File: config.mk
export PLATFORM = sky130hd
export DESIGN_NAME = hilo_mdu
export DESIGN_NICKNAME = d
export VERILOG_FILES = /design/src/rtl/hilo_mdu.sv
export SDC_FILE = /design/constraint.sdc
export NUM_CORES = 2
export LEC_CHECK = 0
export BUFFER_PORTS_ARGS = -buffer_cell sky130_fd_sc_hd__buf_2
export CAP_MARGIN = 20
export CORE_MARGIN = 3
export CORE_UTILIZATION = 58
export DETAILED_ROUTE_END_ITERATION = 12
export HOLD_SLACK_MARGIN = 0.05
export PLACE_DENSITY = 0.75
export SYNTH_ARGS = -nofsm -noshare
export SYNTH_HDL_FRONTEND = slang
export SYNTH_SLANG_ARGS = --single-unit
File: constraint.sdc
create_clock -name clk -period 12.4 [get_ports clk]
set_input_delay 2.48 -clock clk [delete_from_list [all_inputs] [get_ports clk]]
set_output_delay 2.48 -clock clk [all_outputs]
set_load 0.05 [all_outputs]
File: src/rtl/hilo_mdu.sv
// HI/LO multiply-divide unit: single-cycle multiply/accumulate, iterative
// restoring divide, and MTHI/MTLO direct writes with read forwarding.
module hilo_mdu #(
  parameter int unsigned WIDTH   = 32,
  parameter bit          MADD_EN = 1'b1
) (
  input  logic             clk,
  input  logic             rst,
  input  logic             start,
  input  logic [2:0]       op,
  input  logic [WIDTH-1:0] opA,
  input  logic [WIDTH-1:0] opB,
  input  logic             flush,
  input  logic             hiWtCe,
  input  logic             loWtCe,
  input  logic [WIDTH-1:0] hiWtData,
  input  logic [WIDTH-1:0] loWtData,
  output logic [WIDTH-1:0] hiRdData,
  output logic [WIDTH-1:0] loRdData,
  output logic             busy,
  output logic             done,
  output logic             dbz
);

  localparam int unsigned CW = $clog2(WIDTH + 1);

  typedef enum logic [1:0] {IDLE, MUL, DIV} state_t;

  state_t           state_q, state_d;
  logic [WIDTH-1:0] hi_q, hi_d, lo_q, lo_d;
  logic [WIDTH-1:0] a_q, a_d, b_q, b_d, rem_q, rem_d;
  logic [2:0]       op_q, op_d;
  logic [CW-1:0]    cnt_q, cnt_d;
  logic             qneg_q, qneg_d, rneg_q, rneg_d;
  logic             done_q, done_d, dbz_q, dbz_d;

  logic                 mul_sgn, div_sgn, go_mul, go_div, ge;
  logic [2*WIDTH-1:0]   ext_a, ext_b, prod, hilo_cur, acc;
  logic [WIDTH:0]       sh, trial;

  always_ff @(posedge clk or negedge rst) begin
    if (!rst) begin
      state_q <= IDLE;
      hi_q    <= '0;
      lo_q    <= '0;
      a_q     <= '0;
      b_q     <= '0;
      rem_q   <= '0;
      op_q    <= '0;
      cnt_q   <= '0;
      qneg_q  <= 1'b0;
      rneg_q  <= 1'b0;
      done_q  <= 1'b0;
      dbz_q   <= 1'b0;
    end else begin
      state_q <= state_d;
      hi_q    <= hi_d;
      lo_q    <= lo_d;
      a_q     <= a_d;
      b_q     <= b_d;
      rem_q   <= rem_d;
      op_q    <= op_d;
      cnt_q   <= cnt_d;
      qneg_q  <= qneg_d;
      rneg_q  <= rneg_d;
      done_q  <= done_d;
      dbz_q   <= dbz_d;
    end
  end

  always_comb begin
    state_d = state_q;
    hi_d    = hi_q;
    lo_d    = lo_q;
    a_d     = a_q;
    b_d     = b_q;
    rem_d   = rem_q;
    op_d    = op_q;
    cnt_d   = cnt_q;
    qneg_d  = qneg_q;
    rneg_d  = rneg_q;
    done_d  = 1'b0;
    dbz_d   = 1'b0;

    go_div  = start && (op[2:1] == 2'b01);
    go_mul  = start && ((op[2:1] == 2'b00) || (MADD_EN && op[2]));
    div_sgn = ~op[0];

    // Multiply uses captured operands; accumulate sees HI/LO as of the writeback edge.
    mul_sgn  = ~op_q[0];
    ext_a    = {{WIDTH{mul_sgn & a_q[WIDTH-1]}}, a_q};
    ext_b    = {{WIDTH{mul_sgn & b_q[WIDTH-1]}}, b_q};
    prod     = ext_a * ext_b;
    hilo_cur = {hi_q, lo_q};
    if (op_q[2] && !op_q[1])     acc = hilo_cur + prod;
    else if (op_q[2] && op_q[1]) acc = hilo_cur - prod;
    else                         acc = prod;

    // a_q doubles as the dividend/quotient shift register, rem_q as partial remainder.
    sh    = {rem_q, a_q[WIDTH-1]};
    trial = sh - {1'b0, b_q};
    ge    = (sh >= {1'b0, b_q});

    case (state_q)
      IDLE: begin
        if (hiWtCe) hi_d = hiWtData;
        if (loWtCe) lo_d = loWtData;
        if (go_mul) begin
          state_d = MUL;
          op_d    = op;
          a_d     = opA;
          b_d     = opB;
        end else if (go_div) begin
          state_d = DIV;
          op_d    = op;
          cnt_d   = '0;
          rem_d   = '0;
          a_d     = (div_sgn && opA[WIDTH-1]) ? -opA : opA;
          b_d     = (div_sgn && opB[WIDTH-1]) ? -opB : opB;
          qneg_d  = div_sgn & (opA[WIDTH-1] ^ opB[WIDTH-1]);
          rneg_d  = div_sgn & opA[WIDTH-1];
        end
      end
      MUL: begin
        state_d = IDLE;
        if (!flush) begin
          hi_d   = acc[2*WIDTH-1:WIDTH];
          lo_d   = acc[WIDTH-1:0];
          done_d = 1'b1;
        end
      end
      DIV: begin
        if (flush) begin
          state_d = IDLE;
          cnt_d   = '0;
        end else if (b_q == '0) begin
          state_d = IDLE;
          done_d  = 1'b1;
          dbz_d   = 1'b1;
        end else if (cnt_q == CW'(WIDTH)) begin
          state_d = IDLE;
          cnt_d   = '0;
          lo_d    = qneg_q ? -a_q : a_q;
          hi_d    = rneg_q ? -rem_q : rem_q;
          done_d  = 1'b1;
        end else begin
          cnt_d = cnt_q + CW'(1);
          rem_d = ge ? trial[WIDTH-1:0] : sh[WIDTH-1:0];
          a_d   = {a_q[WIDTH-2:0], ge};
        end
      end
      default: state_d = IDLE;
    endcase
  end

  assign busy     = (state_q != IDLE);
  assign done     = done_q;
  assign dbz      = dbz_q;
  assign hiRdData = (state_q == IDLE && hiWtCe) ? hiWtData : hi_q;
  assign loRdData = (state_q == IDLE && loWtCe) ? loWtData : lo_q;

endmodule

==> run metrics <==
outcome=finished clean; origin of the worst min-delay path=cnt_q[5]; placed inst area=0.0621 mm2; total DRC errors in the routed layout=0; number of cells traversed by the worst register-to-register path=36; total track usage=0.423; final HPWL from detailed placement=183,000 um; via count=52,974; unrepaired setup endpoints after global routing=false; ratio of cells with drive above 1 in the final layout=0.0826; cts bufs inserted=17; number of hold buffers added after cts=0; H-tree level count=4; final instance area=0.0628 mm2; wire length of the first global-routing pass=339,000 um; most used cell, CP=sky130_fd_sc_hd__fa_1; worst endpoint required time=12.78 ns; hold crit path type=flip-flop to flip-flop; number of maximum-capacitance constraint violations=0; Reg2Reg Setup Slack=0.38 ns; RePlAce Congestion=1.04; Syn Inst Count=7,141; flip-flop and latch count after synthesis=175; Die Height=326 um; Setup crit start kind=flip-flop; layout overhead on the synthesized area=5.88%; final worst path period share=0.970; average vias per placed instance=6.21; post-layout min period=12.02 ns; setup total negative slack=0 ns; via count of the first global-routing pass=54,178; CP max FO=24; I/O Buffers=203; post-CTS repair timing setup buffer count=0; Nets=8,793; Iter 0 DRT Violations=5,910; critical path data arrival time=12.40 ns; initial antenna violation count=19; worst reg2reg path endpoint=hi_q[31]; YS warnings=0; Max stage delay on crit path=0.94 ns; top achievable clock speed=83.2 MHz; number of distinct library cells after synthesis=89; dominant cells by area after synthesis=sky130_fd_sc_hd__fa_1 38%, sky130_fd_sc_hd__inv_1 8.2%, sky130_fd_sc_hd__ha_1 8.1%, sky130_fd_sc_hd__dfrtp_1 7.4%, sky130_fd_sc_hd__nand2_1 6.3%; Num Clock Sinks=175; most common flop cell mapped by yosys=sky130_fd_sc_hd__dfrtp_1; share of synthesized area occupied by flip-flops and latches=0.0738; # setup viols final=0; TritonCTS clock tree=built; buffer depth of the longest clock path=2; fraction of registers with async set or reset after synthesis=1.00; dpl ws=0.00401 ns; number of iterations in the first detailed-routing pass=6; largest clock skew in the final design=0.0240 ns; Mean Syn Cell Area=8.31 um2; synthesized cell area=0.0594 mm2; syn nets=8,791; nature of the critical path endpoint=flip-flop; area fraction of the dominant cell type after synthesis=0.380; transition time at the pin with the least slew margin=1.14 ns; type of the worst setup path=flip-flop to flip-flop; Die ar.=0.106 mm2; number of standard-cell rows in the floorplan=116; clock root buffer=sky130_fd_sc_hd__clkbuf_16; cell depth of the worst min-delay path=1; final-layout fill cell count=9,003; num ports=204; starting density of the core=0.589; Reg clk slew, reported paths=0.08 ns; clock insertion delay at the later pin of the skew report=0.52 ns; mean routed wirelength per cell=25.9 um; final wirelength=221,000 um; post-layout worst setup margin=0.375 ns; antenna violation net count after detailed routing=0; pin count of the biggest net entering global routing=86; Slowest cell on crit path=sky130_fd_sc_hd__a211oi_1; die width=326 um; residual overflow from global routing=0; library cell occupying the most area in the post-synthesis netlist=sky130_fd_sc_hd__fa_1; Final Slew Violations=0; Critical R2R Launch=a_q[13]; Fin. Hold Viols=0; Slew HR=0.237; core outline area=0.101 mm2; number of synthesized flops with an enable pin=0; hold endpoint=cnt_q[5]
==> registers in the layout, summed over array words and instances (netlist names) <==
name / cells
b_q: 32
cnt_q: 6
rem_q: 32
state_q: 2
qneg_q: 1
done: 1
lo_q: 32
a_q: 32
op_q: 3
hi_q: 32
dbz: 1
rneg_q: 1
==> layout make-up <==
cell class	count	area [um2]	area share
Clock buffer	17	425	0.00677
Antenna cell	16	40.0	0.000637
Timing Repair Buffer	410	2650	0.0421
Tap cell	1357	1700	0.0270
Inverter	1304	4890	0.0779
Clock inverter	15	173	0.00275
Multi-Input combinational cell	5235	48600	0.773
Sequential cell	175	4400	0.0700
==> how the worst max path moves through the flow <==
stage	start	slack (ns)	end
floorplan	a_q[15]	1.97	hi_q[31]
global placement	b_q[11]	0.21	hi_q[31]
detailed placement	b_q[11]	0.004	hi_q[31]
CTS	b_q[11]	0.14	hi_q[31]
global route	a_q[31]	0.006	hi_q[31]
finish	a_q[13]	0.38	hi_q[31]
==> worst max-delay path, delay by kind of cell, from the launching register on <==
kind / cells / cell delay, ns
buffers and inverters: 7 / 0.73
xor gates and xnor gates: 1 / 0.33
adders and majority gates: 10 / 4.91
and+or+nand+nor: 6 / 1.23
DFF: 1 / 0.86
AOI/OAI and AO/OA: 12 / 3.76
==> routing by layer <==
metal  track usage  share of wire  vias up
met2         0.649           0.44     3100
li1              -              -    22580
met4         0.229          0.067       10
met1         0.559           0.39    26585
met5             0        0.00026        -
met3        0.0944           0.10      699
==> kinds of logic after synthesis <==
group / count (synthesis) / synth area share
and+or+nand+nor: 2131 / 0.168
buffers and inverters: 1731 / 0.110
adders and majority gates: 1513 / 0.462
AOI/OAI and AO/OA: 1244 / 0.132
xor gates and xnor gates: 261 / 0.0385
DFF: 175 / 0.0738
muxes: 86 / 0.0157
==> cells in the final DEF (no fill, tap or decap), types with 47 or more instances in the layout <==
cell                       count
sky130_fd_sc_hd__and2_1      334
sky130_fd_sc_hd__a21o_1       87
sky130_fd_sc_hd__buf_4       201
sky130_fd_sc_hd__nand2_1    1001
sky130_fd_sc_hd__xnor2_1     164
sky130_fd_sc_hd__nor2_1      306
sky130_fd_sc_hd__xor2_1       96
sky130_fd_sc_hd__fa_1       1128
sky130_fd_sc_hd__inv_1      1299
sky130_fd_sc_hd__nor3_1       96
sky130_fd_sc_hd__a21oi_1     353
sky130_fd_sc_hd__dfrtp_1     160
sky130_fd_sc_hd__nor4_1       47
sky130_fd_sc_hd__o211ai_1     47
sky130_fd_sc_hd__mux2_2       59
sky130_fd_sc_hd__ha_1        382
sky130_fd_sc_hd__o21bai_1     49
sky130_fd_sc_hd__o21ai_0     345
sky130_fd_sc_hd__buf_2       202
sky130_fd_sc_hd__o31ai_1      59
sky130_fd_sc_hd__nand4_1      50
sky130_fd_sc_hd__nand3_1      74
==> stage by stage <==
stage,hold WS (ns),util,cells
after floorplan,0.451,-,7141
after global placement,0.467,0.617,8480
after detailed placement,0.490,0.617,8480
after CTS,0.507,0.623,8512
after global routing,0.550,0.624,8518
final,0.511,0.624,8529
==> timing repair <==
item / 4_1_cts / 5_1_grt
gates cloned: 0 / 0
pin swaps: 0 / 0
setup endpoints to repair: 1 / 9
gates resized for setup: 1 / 16
==> synth_stat cells, types with 22 or more instances <==
library cell,count
sky130_fd_sc_hd__nand2_1,1003
sky130_fd_sc_hd__nor2b_1,29
sky130_fd_sc_hd__nand3_1,74
sky130_fd_sc_hd__o21a_1,27
sky130_fd_sc_hd__a21oi_1,353
sky130_fd_sc_hd__mux2i_1,27
sky130_fd_sc_hd__a21o_1,87
sky130_fd_sc_hd__a211oi_1,39
sky130_fd_sc_hd__xnor2_1,165
sky130_fd_sc_hd__dfrtp_1,175
sky130_fd_sc_hd__mux2_2,59
sky130_fd_sc_hd__or3_1,35
sky130_fd_sc_hd__nor4_1,47
sky130_fd_sc_hd__a31oi_1,30
sky130_fd_sc_hd__inv_1,1299
sky130_fd_sc_hd__nor3_1,98
sky130_fd_sc_hd__nor2_1,307
sky130_fd_sc_hd__buf_1,55
sky130_fd_sc_hd__o221ai_1,30
sky130_fd_sc_hd__nand4_1,50
sky130_fd_sc_hd__or2_2,22
sky130_fd_sc_hd__xor2_1,96
sky130_fd_sc_hd__nand2b_1,41
sky130_fd_sc_hd__o21bai_1,49
sky130_fd_sc_hd__ha_1,385
sky130_fd_sc_hd__fa_1,1128
sky130_fd_sc_hd__o21ai_0,345
sky130_fd_sc_hd__and2_1,334
sky130_fd_sc_hd__or4_1,23
sky130_fd_sc_hd__o31ai_1,60
sky130_fd_sc_hd__o211ai_1,47
sky130_fd_sc_hd__clkbuf_1,368
Power is left out: the tool's default activity adds up to more than one toggle a clock period on the data nets, which glitch-free logic cannot reach.
